===== src/rtl/ssd_pkg.sv =====
// Shared constants and types for the shared-segment display scan path.
package ssd_pkg;

    localparam int SSD_DIGIT_W = 4;
    localparam logic [6:0] SSD_SEG_OFF = 7'b1111111;
    localparam int SSD_DIGITS_DEF = 4;

    typedef logic [$clog2(SSD_DIGITS_DEF)-1:0] ssd_idx_t;

    // A single-digit display still needs a one-bit index register.
    function automatic int ssd_idx_w(input int digits);
        return (digits > 1) ? $clog2(digits) : 1;
    endfunction

endpackage


===== src/rtl/ssd_refresh_prescaler.sv =====
// Digit-slot prescaler: one tick every REFRESH_DIV enabled clocks, frozen while en=0.
module ssd_refresh_prescaler #(
    parameter int REFRESH_DIV = 50000
) (
    input  logic clk,
    input  logic rst,
    input  logic en,
    output logic tick
);

    localparam int CNT_W = $clog2(REFRESH_DIV);
    localparam logic [CNT_W-1:0] LAST = CNT_W'(REFRESH_DIV - 1);

    logic [CNT_W-1:0] count;

    // Gated by en so a frozen count sitting at LAST cannot tick repeatedly.
    assign tick = en && (count == LAST);

    always_ff @(posedge clk or posedge rst) begin
        if (rst) begin
            count <= '0;
        end else if (en) begin
            count <= (count == LAST) ? '0 : count + 1'b1;
        end
    end

endmodule


===== src/rtl/ssd_scan_controller.sv =====
// Double-buffered hex word scanner for a multiplexed display; one digit per refresh slot.
// Optional build macro SSD_LEADING_ZERO_BLANK_EN enables leading-zero blanking.
module ssd_scan_controller
    import ssd_pkg::*;
#(
    parameter int DIGITS      = 4,
    parameter int REFRESH_DIV = 50000
) (
    input  logic                          clk,
    input  logic                          rst,
    input  logic                          en,
    input  logic                          load_valid,
    input  logic [SSD_DIGIT_W*DIGITS-1:0] load_data,
    output logic                          load_ready,
    output logic [SSD_DIGIT_W-1:0]        nibble,
    output logic [DIGITS-1:0]             digit_en_n,
    output logic                          blank,
    output logic                          frame_done
);

    localparam int DATA_W = SSD_DIGIT_W * DIGITS;
    localparam int IDX_W  = ssd_idx_w(DIGITS);
    localparam logic [IDX_W-1:0] LAST_IDX = IDX_W'(DIGITS - 1);

    logic              tick;
    logic              wrap;
    logic [IDX_W-1:0]  idx;
    logic [DATA_W-1:0] shadow;
    logic [DATA_W-1:0] active;
    logic              pending;
    logic              en_q;

    ssd_refresh_prescaler #(
        .REFRESH_DIV(REFRESH_DIV)
    ) u_prescaler (
        .clk  (clk),
        .rst  (rst),
        .en   (en),
        .tick (tick)
    );

    assign wrap = tick && (idx == LAST_IDX);

    always_ff @(posedge clk or posedge rst) begin
        if (rst) begin
            idx <= '0;
        end else if (tick) begin
            idx <= (idx == LAST_IDX) ? '0 : idx + 1'b1;
        end
    end

    // Accept needs pending=0 and transfer needs pending=1, so the two never collide;
    // a word accepted on a wrap edge therefore waits for the following wrap.
    always_ff @(posedge clk or posedge rst) begin
        if (rst) begin
            shadow  <= '0;
            active  <= '0;
            pending <= 1'b0;
        end else if (load_valid && !pending) begin
            shadow  <= load_data;
            pending <= 1'b1;
        end else if (wrap && pending) begin
            active  <= shadow;
            pending <= 1'b0;
        end
    end

    // en is registered so digit enables never follow an input combinationally.
    always_ff @(posedge clk or posedge rst) begin
        if (rst) begin
            frame_done <= 1'b0;
            en_q       <= 1'b1;
        end else begin
            frame_done <= wrap;
            en_q       <= en;
        end
    end

    assign load_ready = ~pending;
    assign nibble     = active[SSD_DIGIT_W*idx +: SSD_DIGIT_W];
    assign digit_en_n = en_q ? ~(DIGITS'(1) << idx) : '1;

`ifdef SSD_LEADING_ZERO_BLANK_EN
    // zero_from[d]: digit d and every digit above it are zero.
    logic [DIGITS:0] zero_from;

    always_comb begin
        zero_from         = '0;
        zero_from[DIGITS] = 1'b1;
        for (int d = DIGITS - 1; d >= 0; d--) begin
            zero_from[d] = zero_from[d+1] && (active[SSD_DIGIT_W*d +: SSD_DIGIT_W] == '0);
        end
    end

    assign blank = (idx != '0) && zero_from[idx];
`else
    assign blank = 1'b0;
`endif

endmodule


===== config.mk =====
export PLATFORM = sky130hd
export DESIGN_NAME = ssd_scan_controller
export DESIGN_NICKNAME = d
export VERILOG_FILES = /design/src/rtl/ssd_pkg.sv /design/src/rtl/ssd_refresh_prescaler.sv /design/src/rtl/ssd_scan_controller.sv
export SDC_FILE = /design/constraint.sdc
export NUM_CORES = 1
export LEC_CHECK = 0
export CAP_MARGIN = 15
export CORE_MARGIN = 10
export CORE_UTILIZATION = 24
export CTS_CLUSTER_SIZE = 12
export DETAILED_ROUTE_END_ITERATION = 10
export PLACE_DENSITY = 0.44
export SYNTH_ARGS = -nofsm -noshare
export SYNTH_HDL_FRONTEND = slang
export SYNTH_SLANG_ARGS = --single-unit

===== constraint.sdc =====
create_clock -name clk -period 2.2 [get_ports clk]
set_input_delay 0.66 -clock clk [delete_from_list [all_inputs] [get_ports clk]]
set_output_delay 0.66 -clock clk [all_outputs]
set_load 0.02 [all_outputs]

**After elaboration in Yosys (flattened, before gate mapping)**

Index checks and enable logic that the tools add are counted.

- Register bits after elaboration: 53
- Bits of input ports: 20
- Word-level logic and storage cells: 28
- Output and inout port bits: 11

- Reductions and logical operators: 7
- Shifts and indexed selects: 2
- Equality and inequality tests: 2
- Multiplexer cells: 5
- Add/subtract/negate cells: 2
- Bitwise logic cells: 3

Operators with widths:

| kind | number |
|---|---|
| adder 16 x 1 -> 16 bit (second input constant) | 1 |
| equality test 16 bit (second input constant) | 1 |
| two-way mux 16 bit | 1 |
| variable part select 16 x 5 -> 4 bit | 1 |
| logical AND 1 bit | 4 |
| two-way mux 4 bit | 1 |
| NOT 4 bit | 1 |
| << shifter 1 x 2 -> 4 bit (first input constant) | 1 |
| adder 2 x 1 -> 2 bit (second input constant) | 1 |
| equality test 2 bit (second input constant) | 1 |
| two-way mux 1 bit | 2 |
| two-way mux 2 bit | 1 |
| NOT 1 bit | 2 |
| AND reduction 2 bit | 1 |
| nonzero test 2 bit | 1 |
| zero test 1 bit | 1 |

**Longest topological paths before layout**

Gate-level depths: netlist of the first run.

- Depth in word-level cells: 6
- Gate-level depth with buffers: 6
- Depth with buffers taken out: 5

**Modules after synthesis**

From an unflattened synthesis of the first run, not the netlist that was laid out.

- Cell total of the unflattened synthesis: 174
- Area total of the unflattened synthesis: 2368.5 um^2

By module, submodules not included:

| module | cells each | times used | area an instance (um^2) | sequential area each (um^2) |
|---|---|---|---|---|
| ssd_scan_controller | 99 | 1 | 1574.0 | 927.1 |
| ssd_refresh_prescaler | 75 | 1 | 794.5 | 400.4 |

**Worst setup path after synthesis of the first run**

No wires, ideal clock.

- Kind: input to register
- From: input en
- To: register active[0]
- Required time: 2.075 ns
- Data arrival time: 1.963 ns
- Setup slack: 0.112 ns
- Stages: 6
- Library setup time: 0.125 ns
- Path through: buf_2 and4_1 nand4_1 nor3_4 buf_8 mux2_4

- Cells in the longest elaborated chain, start to end: 4

Ends and longest elaborated chain:

| what | line | text |
|---|---|---|
| start, declared | ssd_scan_controller.sv:11 | `input logic en,` |
| logical AND 1 bit | ssd_refresh_prescaler.sv:17 | `assign tick = en && (count == LAST);` |
| logical AND 1 bit | ssd_scan_controller.sv:42 | `assign wrap = tick && (idx == LAST_IDX);` |
| logical AND 1 bit | ssd_scan_controller.sv:62 | `end else if (wrap && pending) begin` |
| AND reduction 2 bit (no line) | n/a |  |
| end signal, assigned | ssd_scan_controller.sv:63 | `active <= shadow;` |
| end, declared | ssd_scan_controller.sv:29 | `logic [DATA_W-1:0] active;` |

No other way between the ends.
A chain may end at the register's enable or synchronous reset.

**Worst setup path after layout of the first run**

- From: register idx[0]
- To: output nibble[0]

- Cells in the longest elaborated chain, start to end: 1

Ends and longest elaborated chain:

| what | line | text |
|---|---|---|
| start, declared | ssd_scan_controller.sv:27 | `logic [IDX_W-1:0] idx;` |
| start signal, assigned | ssd_scan_controller.sv:48 | `idx <= (idx == LAST_IDX) ? '0 : idx + 1'b1;` |
| variable part select 16 x 5 -> 4 bit | ssd_scan_controller.sv:80 | `assign nibble = active[SSD_DIGIT_W*idx +: SSD_DIGIT_W];` |
| end, declared | ssd_scan_controller.sv:15 | `output logic [SSD_DIGIT_W-1:0] nibble,` |

No other way between the ends.

==> summary.txt, run 1 <==
Status - finished with violations
Failing checks - negative setup slack
Root buffer cell - clkbuf_8
Die H - 121 µm
Top cell by count, worst path - buf_6
Avg Vias per Cell - 4.25
HPWL after DPL - 3.84 mm
Global routing's busiest layer - met2
Mapped cell area - 2460 µm²
CP cell instances - buf_6 -> mux4_2 -> buf_6
Slowest cell on crit path - mux4_2
Sink Count - 53
Critical path endpoint category - output port
Most common cell after layout, fill and taps aside - dfrtp_1
Pre-antenna DRT Iters - 4
WP buf/inv - 2
Synth warn - 0
Maximum VDD drop - 0.228 mV
Final hold vios - 0
CP Data Required Time - 1540 ps
Most frequent cells in the layout - 50 x dfrtp_1, 23 x mux2_2, 20 x clkdlybuf4s50_1
CTS Buf Count - 5
Initial Util - 0.249
CP max FO - 6
Source of the worst hold timing path - active[11]$_DFFE_PP0P_
GRT met3 Usage - 0.0209
Remaining DRCs - 0
Max-slew violation count - 0
Placer Congestion - 0.758
Total track usage - 0.0749
Critical path class - flop to output port
F_max - 0.448 GHz
Final period util - 1.02
Crit Reg-Reg Startpoint - u_prescaler.count[5]$_DFFE_PP0P_
CP delay by family, top - multiplexers
N_diodes - 0
Post-synth EDFFs - 0
Vias in the first global route - 1632
Worst Clk Skew - 13.0 ps
Vias - 1571
Pleak - 0.00144 µW
Max incr delay on CP - 530 ps
FILL cells - 1004
Sequential area share after synthesis - 0.539
Antenna Violating Nets Remaining - 0
GR Util met1 - 0.102
Mapped Avg Cell Area - 13.4 µm²
Routed WL - 5.21 mm
Nets - 261
Critical Path AT - 1570 ps
CTS tree - done
H-tree depth - 2
Worst setup margin - -33.4 ps
Setup TNS Final - -92.0 ps
Pwr dens - 606 nW/µm²
Critical path startpoint category - flop
Die width - 121 µm
Dpl ws - -180 ps
Cells after Synth - 184
Met2 Use GR - 0.108
Avg WL per Cell - 14.1 µm
Endpoints failing setup - 4
Core area - 9910 µm²
Initial antenna violation count - 0
Die area - 14700 µm²
Synth async-reset ratio - 1.00
Crit. Startpoint - idx[0]$_DFFE_PP0P_
IO buf count - 29
RSZ-0062 raised after global routing - true
Area growth syn-to-layout - 29.0%
Clk Latency, worst-skew pair - 310 ps
Total gr overflow - 0
Largest net degree at the start of global routing - 33
Post-synthesis register bit count - 53
Hold WS - 509 ps
Syn_nets - 209
Global-route wire length before repair - 8.76 mm
Fin crit period - 2230 ps
Core Rows - 36
Share of cells above drive strength 1 - 0.354
Clk slew on worst S/H paths - 100 ps
Min-Delay Path Class - flop to flop
Leading register cell type out of synthesis - dfrtp_1
Number of distinct library cells after synthesis - 38
Reg2reg setup slack - 280 ps
Number of max-cap violations - 0
Initial DRC Count - 67
Num ports - 31
Clock Path Buffers - 2
## worst register-to-register path, stage by stage (launching register included)
cell     delay (ps)
dfrtp_1         460
nor4b_2         390
nand4_1         230
nor3_4          200
buf_12          190
mux2_2          350
## registers in the layout, indices dropped and copies added, names as in the netlist
name	flops
active	16
en_q	1
u_prescaler.count	16
frame_done	1
pending	1
shadow	16
idx	2
## where the power goes
part / switching [µW] / internal (µW)
Combinational: 92.9 / 128
Clock: 335 / 228
Sequential: 88.3 / 1050
## layout make-up
class	instances	area [µm²]	area share
sequential	53	1330	0.418
tap	133	166	0.0523
inverter	9	33.8	0.0106
timing repair buffer	52	503	0.158
clock inverter	2	13.8	0.00433
clock buffer	6	72.6	0.0228
multi-input combinational	115	1060	0.333
## synthesized netlist by cell type, types with 2 or more instances
library cell	instances	area share
and3_1	2	0.0051
and4_1	4	0.014
buf_2	2	0.0041
clkbuf_1	3	0.0046
dfrtp_1	52	0.53
ha_1	5	0.025
inv_1	9	0.014
mux2_2	23	0.11
mux2_4	9	0.055
mux4_2	4	0.037
nand2_1	10	0.015
nand3_1	5	0.010
nand4_1	9	0.023
nor2_1	9	0.014
nor3_1	2	0.0041
nor4b_2	2	0.012
o21ai_0	3	0.0061
or4b_4	2	0.011
xnor2_1	8	0.028
xor2_1	3	0.011
## logic make-up (layout without fill, tap and decap cells)
logic type | count (synthesis) | in the layout | share of synthesized area
AND/OR/NAND/NOR | 54 | 54 | 0.148
buffers and inverters | 16 | 69 | 0.0315
multiplexers | 37 | 37 | 0.201
adder cells (fa/ha/maj) | 5 | 5 | 0.0254
flip-flops | 53 | 53 | 0.539
XOR/XNOR | 11 | 11 | 0.0391
AO/OA/AOI/OAI | 7 | 7 | 0.0157
other | 1 | 1 | 0.00152
## worst paths after layout
check                                                   end  depth (start not counted)
hold / removal                       active[11]$_DFFE_PP0P_                          1
min in group asynchronous  u_prescaler.count[6]$_DFFE_PP0P_                          3
setup reg to reg                      active[8]$_DFFE_PP0P_                          5
hold reg to reg                      active[11]$_DFFE_PP0P_                          1
max in group asynchronous                    en_q$_DFF_PP1_                          3
setup / recovery                                  nibble[0]                          3
## routing by layer
metal	wire length, µm	up-vias
met5	0	-
met4	68	0
met3	215	4
met2	2370	24
met1	2560	782
li1	-	761
## per-stage QoR
step                std cells  cell area (µm²)  total power, µW  utilization
floorplan                 184             2460             1270            -
global placement          357             3060             1390        0.309
detailed placement        357             3060             1390        0.309
CTS                       369             3170             1970        0.320
global route              370             3180             2040        0.321
finish                    370             3180             1930        0.321
## what timing repair did
action / 4_1_cts / 5_1_grt
setup buffers: 4 / 1
resized for setup: 28 / 7
hold buffers: 0 / 0
hold endpoints to repair: 0 / 0
endpoints found under the setup margin: 9 / 6
No activity file was read; power rests on OpenSTA's default activity.
==> run 2: changes to the inputs <==
--- a/config.mk
+++ b/config.mk
@@ -11,6 +11,7 @@
 export CTS_CLUSTER_SIZE = 12
 export DETAILED_ROUTE_END_ITERATION = 10
 export PLACE_DENSITY = 0.44
+export SLEW_MARGIN = 20
 export SYNTH_ARGS = -nofsm -noshare
 export SYNTH_HDL_FRONTEND = slang
 export SYNTH_SLANG_ARGS = --single-unit
==> results of run 2 <==
Same layout as run 1: the final DEF is identical, and so are final timing and power.
